$ cat config.mk
export PLATFORM = sky130hd
export DESIGN_NAME = ctrl_seq
export DESIGN_NICKNAME = d
export VERILOG_FILES = /design/src/rtl/ctrl_pkg.sv /design/src/rtl/ctrl_step_ctr.sv /design/src/rtl/ctrl_seq.sv
export SDC_FILE = /design/constraint.sdc
export NUM_CORES = 1
export LEC_CHECK = 0
export CORE_MARGIN = 4
export CORE_UTILIZATION = 42
export DETAILED_ROUTE_END_ITERATION = 12
export MAX_ROUTING_LAYER = met4
export PLACE_DENSITY_LB_ADDON = 0.25
export SYNTH_ARGS = -nofsm -noshare
export SYNTH_HDL_FRONTEND = slang
export SYNTH_SLANG_ARGS = --single-unit
$ cat constraint.sdc
create_clock -name clk -period 3.4 [get_ports clk]
set_clock_uncertainty 0.05 [all_clocks]
set_input_delay 0.68 -clock clk [delete_from_list [all_inputs] [get_ports clk]]
set_output_delay 0.68 -clock clk [all_outputs]
set_load 0.02 [all_outputs]
$ cat src/rtl/ctrl_pkg.sv
// Shared definitions for the control sequencer: opcodes, T-state numbers,
// control-word bit positions and the per-opcode last active execute step.
package ctrl_pkg;

   typedef enum logic [3:0] {
      OP_NOP = 4'h0,
      OP_LDA = 4'h1,
      OP_ADD = 4'h2,
      OP_SUB = 4'h3,
      OP_STA = 4'h4,
      OP_LDI = 4'h5,
      OP_JMP = 4'h6,
      OP_JC  = 4'h7,
      OP_JZ  = 4'h8,
      OP_OUT = 4'hE,
      OP_HLT = 4'hF
   } opcode_t;

   localparam int unsigned T0 = 0;
   localparam int unsigned T1 = 1;
   localparam int unsigned T2 = 2;
   localparam int unsigned T3 = 3;
   localparam int unsigned T4 = 4;
   localparam int unsigned T5 = 5;

   localparam int unsigned CW_W        = 15;
   localparam int unsigned CW_PC_RD    = 0;
   localparam int unsigned CW_PC_WR    = 1;
   localparam int unsigned CW_PC_INC   = 2;
   localparam int unsigned CW_MAR_WR   = 3;
   localparam int unsigned CW_RAM_RD   = 4;
   localparam int unsigned CW_RAM_WR   = 5;
   localparam int unsigned CW_IR_WR    = 6;
   localparam int unsigned CW_IR_RD    = 7;
   localparam int unsigned CW_A_WR     = 8;
   localparam int unsigned CW_A_RD     = 9;
   localparam int unsigned CW_B_WR     = 10;
   localparam int unsigned CW_ALU_RD   = 11;
   localparam int unsigned CW_ALU_SUB  = 12;
   localparam int unsigned CW_FLAGS_WR = 13;
   localparam int unsigned CW_OUT_WR   = 14;

   function automatic int unsigned last_step(input logic [3:0] op);
      case (op)
         OP_LDA, OP_STA: return T3;
         OP_ADD, OP_SUB: return T4;
         default:        return T2;
      endcase
   endfunction

endpackage

$ cat src/rtl/ctrl_step_ctr.sv
// T-state counter: holds when told to, wraps at NSTEPS-1 or on an early-wrap request.
module ctrl_step_ctr #(
   parameter int unsigned NSTEPS = 6,
   parameter int unsigned SW     = $clog2(NSTEPS)
) (
   input  logic          clk,
   input  logic          clr_n,
   input  logic          hold,
   input  logic          early_wrap,
   output logic [SW-1:0] step
);

   always_ff @(posedge clk) begin
      if (!clr_n) begin
         step <= '0;
      end else if (!hold) begin
         if (step == SW'(NSTEPS - 1) || early_wrap) begin
            step <= '0;
         end else begin
            step <= step + 1'b1;
         end
      end
   end

endmodule

$ cat src/rtl/ctrl_seq.sv
// Control sequencer for the 8-bit CPU: T-state stepping, halt flag and opcode decode.
// Optional feature: define EARLY_FETCH_EN to restart fetch right after an opcode's last active step.
module ctrl_seq
   import ctrl_pkg::*;
#(
   parameter int unsigned NSTEPS = 6,
   parameter int unsigned OPW    = 4
) (
   input  logic                      clk,
   input  logic                      clr_n,
   input  logic                      run,
   input  logic [OPW-1:0]            ir_op,
   input  logic                      flag_c,
   input  logic                      flag_z,
   output logic [$clog2(NSTEPS)-1:0] step,
   output logic                      pc_rd,
   output logic                      pc_wr,
   output logic                      pc_inc,
   output logic                      mar_wr,
   output logic                      ram_rd,
   output logic                      ram_wr,
   output logic                      ir_wr,
   output logic                      ir_rd,
   output logic                      a_wr,
   output logic                      a_rd,
   output logic                      b_wr,
   output logic                      alu_rd,
   output logic                      alu_sub,
   output logic                      flags_wr,
   output logic                      out_wr,
   output logic                      halted
);

   localparam int unsigned SW = $clog2(NSTEPS);

   logic [3:0]      op;
   logic            active;
   logic            halt_now;
   logic            halted_q;
   logic            halted_d;
   logic            early_wrap;
   logic [CW_W-1:0] cw;

   assign op     = 4'(ir_op);
   assign active = run && !halted_q;

`ifdef EARLY_FETCH_EN
   assign early_wrap = (step == SW'(last_step(op)));
`else
   assign early_wrap = 1'b0;
`endif

   // HLT must also freeze the counter on the very edge that sets halted, so step stays at T2
   ctrl_step_ctr #(.NSTEPS(NSTEPS), .SW(SW)) u_step (
      .clk       (clk),
      .clr_n     (clr_n),
      .hold      (!active || halt_now),
      .early_wrap(early_wrap),
      .step      (step)
   );

   always_ff @(posedge clk) begin
      if (!clr_n) begin
         halted_q <= 1'b0;
      end else begin
         halted_q <= halted_d;
      end
   end

   always_comb begin
      halt_now = active && (op == OP_HLT) && (step == SW'(T2));
      halted_d = halted_q || halt_now;
   end

   always_comb begin
      cw = '0;
      if (clr_n && active) begin
         case (step)
            SW'(T0): begin
               cw[CW_PC_RD]  = 1'b1;
               cw[CW_MAR_WR] = 1'b1;
            end
            SW'(T1): begin
               cw[CW_RAM_RD] = 1'b1;
               cw[CW_IR_WR]  = 1'b1;
               cw[CW_PC_INC] = 1'b1;
            end
            SW'(T2): begin
               case (op)
                  OP_LDA, OP_ADD, OP_SUB, OP_STA: begin
                     cw[CW_IR_RD]  = 1'b1;
                     cw[CW_MAR_WR] = 1'b1;
                  end
                  OP_LDI: begin
                     cw[CW_IR_RD] = 1'b1;
                     cw[CW_A_WR]  = 1'b1;
                  end
                  OP_JMP: begin
                     cw[CW_IR_RD] = 1'b1;
                     cw[CW_PC_WR] = 1'b1;
                  end
                  OP_JC: begin
                     cw[CW_IR_RD] = 1'b1;
                     cw[CW_PC_WR] = flag_c;
                  end
                  OP_JZ: begin
                     cw[CW_IR_RD] = 1'b1;
                     cw[CW_PC_WR] = flag_z;
                  end
                  OP_OUT: begin
                     cw[CW_A_RD]   = 1'b1;
                     cw[CW_OUT_WR] = 1'b1;
                  end
                  default: ;
               endcase
            end
            SW'(T3): begin
               case (op)
                  OP_LDA: begin
                     cw[CW_RAM_RD] = 1'b1;
                     cw[CW_A_WR]   = 1'b1;
                  end
                  OP_ADD, OP_SUB: begin
                     cw[CW_RAM_RD] = 1'b1;
                     cw[CW_B_WR]   = 1'b1;
                  end
                  OP_STA: begin
                     cw[CW_A_RD]   = 1'b1;
                     cw[CW_RAM_WR] = 1'b1;
                  end
                  default: ;
               endcase
            end
            SW'(T4): begin
               if (op == OP_ADD || op == OP_SUB) begin
                  cw[CW_ALU_RD]   = 1'b1;
                  cw[CW_A_WR]     = 1'b1;
                  cw[CW_FLAGS_WR] = 1'b1;
                  cw[CW_ALU_SUB]  = (op == OP_SUB);
               end
            end
            default: ;
         endcase
      end
   end

   assign pc_rd    = cw[CW_PC_RD];
   assign pc_wr    = cw[CW_PC_WR];
   assign pc_inc   = cw[CW_PC_INC];
   assign mar_wr   = cw[CW_MAR_WR];
   assign ram_rd   = cw[CW_RAM_RD];
   assign ram_wr   = cw[CW_RAM_WR];
   assign ir_wr    = cw[CW_IR_WR];
   assign ir_rd    = cw[CW_IR_RD];
   assign a_wr     = cw[CW_A_WR];
   assign a_rd     = cw[CW_A_RD];
   assign b_wr     = cw[CW_B_WR];
   assign alu_rd   = cw[CW_ALU_RD];
   assign alu_sub  = cw[CW_ALU_SUB];
   assign flags_wr = cw[CW_FLAGS_WR];
   assign out_wr   = cw[CW_OUT_WR];
   assign halted   = halted_q;

endmodule

==> impl_metrics.json <==
{
  "peakVddDrop_mv": 0.260,
  "synth-edff-count": 0,
  "synth_compound_area_share_pct": 16.6,
  "hold_depth": 1,
  "yosysUniqueCellTypes": 45,
  "drt_wl_total_um": 1710,
  "insertion_delay_ps": 240,
  "grt_usage_pct": 19.9,
  "critPathTopFamily": "buffers and inverters",
  "fin_nets": 116,
  "p_int_mw": 0.131,
  "synth_area_sq_um": 564,
  "hp-start": "halted$_SDFF_PN0_",
  "report.final.hold_viol_count": 0,
  "p_clk_share_pct": 31.1,
  "worst_path_max_delay_cell": "clkdlybuf4s50_1",
  "swShare_pct": 32.6,
  "power_density_mw_per_mm2": 206,
  "syn_inst": 71,
  "fill_cells": 87,
  "relSlewSlack_pct": 74.5,
  "firstDrtPassIters": 4,
  "yosys.area.top_type_share_pct": 14.2,
  "initial_core_util_pct": 47.6,
  "h-tree-depth": 1,
  "num_vias": 665,
  "root_buffer": "clkbuf_4",
  "overflow": 0,
  "synth_top_family_by_area": "simple AND/OR/NAND/NOR gates",
  "die_x_um": 44.7,
  "place_ws_ps": 24.1,
  "synthArstFlopShare_pct": 0,
  "numCtsBuffers": 3,
  "hold_path.class": "flop to flop",
  "finalSetupTns_ps": 0,
  "synthAdderAreaFrac_pct": 2.22,
  "dr.first_iter.drc_count": 12,
  "ys_seq_elements": 4,
  "worst_r2r_endpoint": "u_step.step[2]$_SDFFE_PN0N_",
  "worstPathArrival_ps": 2510,
  "drc": 0,
  "hold_end": "halted$_SDFF_PN0_",
  "fmax_ghz": 0.309,
  "cts_sinks": 4,
  "fp.coreArea_sq_mm": 0.00119,
  "die_h_um": 44.7,
  "fin_area_sq_um": 945,
  "layout_commonest_cell": "clkdlybuf4s50_1",
  "place.gp.congestion": 0.891,
  "cp-start-kind": "input pin",
  "p_leak_nw": 0.498,
  "drive_gt1_share_pct": 22.1,
  "required_ps": 2670,
  "area_growth_pct": 67.4,
  "ant_nets": 0,
  "setup_viol": 0,
  "crit_buf_inv": 3,
  "slew_viol_final": 0,
  "yosysWarnings": 0,
  "yosys.area.top_type": "dfxtp_1",
  "p_comb_share_pct": 41.6,
  "viasPerCell": 5.64,
  "crit_top_cell": "clkdlybuf4s50_1",
  "antenna_found_initial": 0,
  "cts_tree": "done",
  "end_kind": "primary output",
  "die_area_sq_mm": 0.00199,
  "crit_chain": "clkdlybuf4s50_1 > buf_4 > nor4_4 > and2_1 > clkdlybuf4s50_1",
  "placed_cell_area_sq_um": 891,
  "post_cts_buffers": 0,
  "synth_nets": 81,
  "synthSimpleGateAreaFrac_pct": 50.3,
  "grt_pass1_vias": 634,
  "ys_top_cells_by_area": "dfxtp_1 14%, nand3b_1 5.3%, nor4_2 4.4%",
  "grt_pass1_wl_um": 2790,
  "drt-wirelength-per-cell_um": 14.5,
  "row_count": 12,
  "multi_input_area_sq_um": 427,
  "p_sw_mw": 0.0634,
  "drv_cap": 0,
  "worstPathMaxFanout": 9,
  "clk_path_buf_depth": 2,
  "port_buffers": 27,
  "tightest_slew_ps": 381,
  "cpPeakStageDelay_ps": 590,
  "finalCritPeriodShare_pct": 95.3,
  "seqPwrFrac_pct": 27.4,
  "ys.flop_type": "dfxtp_1",
  "syn_avg_cell_area_sq_um": 7.95,
  "register_area_sq_um": 80.1,
  "layout_setup_ws_ps": 159,
  "crit_type": "input pin to primary output",
  "yosysSeqAreaShare_pct": 14.2,
  "final_cell_mix": "18 x clkdlybuf4s50_1, 13 x buf_4, 9 x dlymetal6s2s_1",
  "grt_max_degree": 13,
  "synth_xor_xnor_area_share_pct": 3.10,
  "status": "finished clean",
  "reg2reg_slack_ps": 1870,
  "reg2reg_from": "u_step.step[1]$_SDFFE_PN0N_",
  "pin_count": 28,
  "rr_worst_depth": 3,
  "period_minus_slack_ps": 3240,
  "clkTransAtPathRegs_ps": 40,
  "antennaDiodeCount": 0,
  "synth.mux.area_fraction_pct": 1.77,
  "dp.final_hpwl_um": 1300,
  "rsz0062_at_grt": "false"
}
==> sequential cells by signal, summed over array words and instances, names as in the netlist <==
name / flops
u_step.step: 3
halted: 1
==> Yosys cell counts (all sizes together), types with 2 or more instances <==
cell    n
or2     2
and2    2
nand2b  2
nor4    4
nor2b   3
o21a    2
nand2   3
dfxtp   4
inv     2
xor2    2
buf     7
clkbuf  3
nand3b  5
nor2    3
or3b    2
nor3    4
==> layout make-up <==
cell class | instances | share of cell area (%)
inverters | 2 | 0.795
repair buffers | 40 | 41.3
clock buffers | 3 | 2.38
flip-flops and latches | 4 | 8.48
well taps | 14 | 1.85
multi-input cells | 55 | 45.2
==> worst max path at each step <==
stage	startpoint	to	slack, ps	cells after the start
after floorplan	ir_op[0]	mar_wr	690	4
after global placement	clr_n	pc_wr	60	5
after detailed placement	clr_n	pc_wr	20	5
after CTS	run	pc_wr	30	5
after global routing	ir_op[0]	ram_wr	50	5
final	ir_op[3]	alu_sub	160	5
==> logic make-up after synthesis <==
kind of cell | after synthesis
adders and majority gates | 1
muxes | 1
buffers and inverters | 12
AOI/OAI and AO/OA | 12
and+or+nand+nor | 39
DFF | 4
xor gates and xnor gates | 2
==> metal layers <==
metal	track usage, %	part of all wire, %	up-vias
met2	31.2	50	26
li1	-	-	329
met4	11.4	2.1	0
met5	-	0	-
met3	2.44	7.0	4
met1	24.2	41	306
==> repair_timing <==
item | CTS | global route
hold buffers | 0 | 0
resized for setup | 0 | 10
setup endpoints to repair | 0 | 9
==> stage by stage <==
| stage | total power, mW | hold WS (ps) | cells | utilization, % |
|---|---|---|---|---|
| floorplan | 0.0982 | 583 | 71 | - |
| global placement | 0.132 | 502 | 115 | 75.1 |
| detailed placement | 0.134 | 485 | 115 | 75.1 |
| CTS | 0.198 | 504 | 118 | 77.0 |
| global route | 0.210 | 568 | 118 | 79.6 |
| finish | 0.195 | 505 | 118 | 79.6 |
==> power by group through the flow <==
stage	sequential [mW]	clock [mW]	combinational (mW)
global placement	0.0537	0	0.0785
floorplan	0.0549	0	0.0433
CTS	0.0533	0.0648	0.0801
detailed placement	0.0539	0	0.0799
finish	0.0533	0.0604	0.0809
global route	0.0540	0.0688	0.0867
Power figures use the tool's default switching activity.
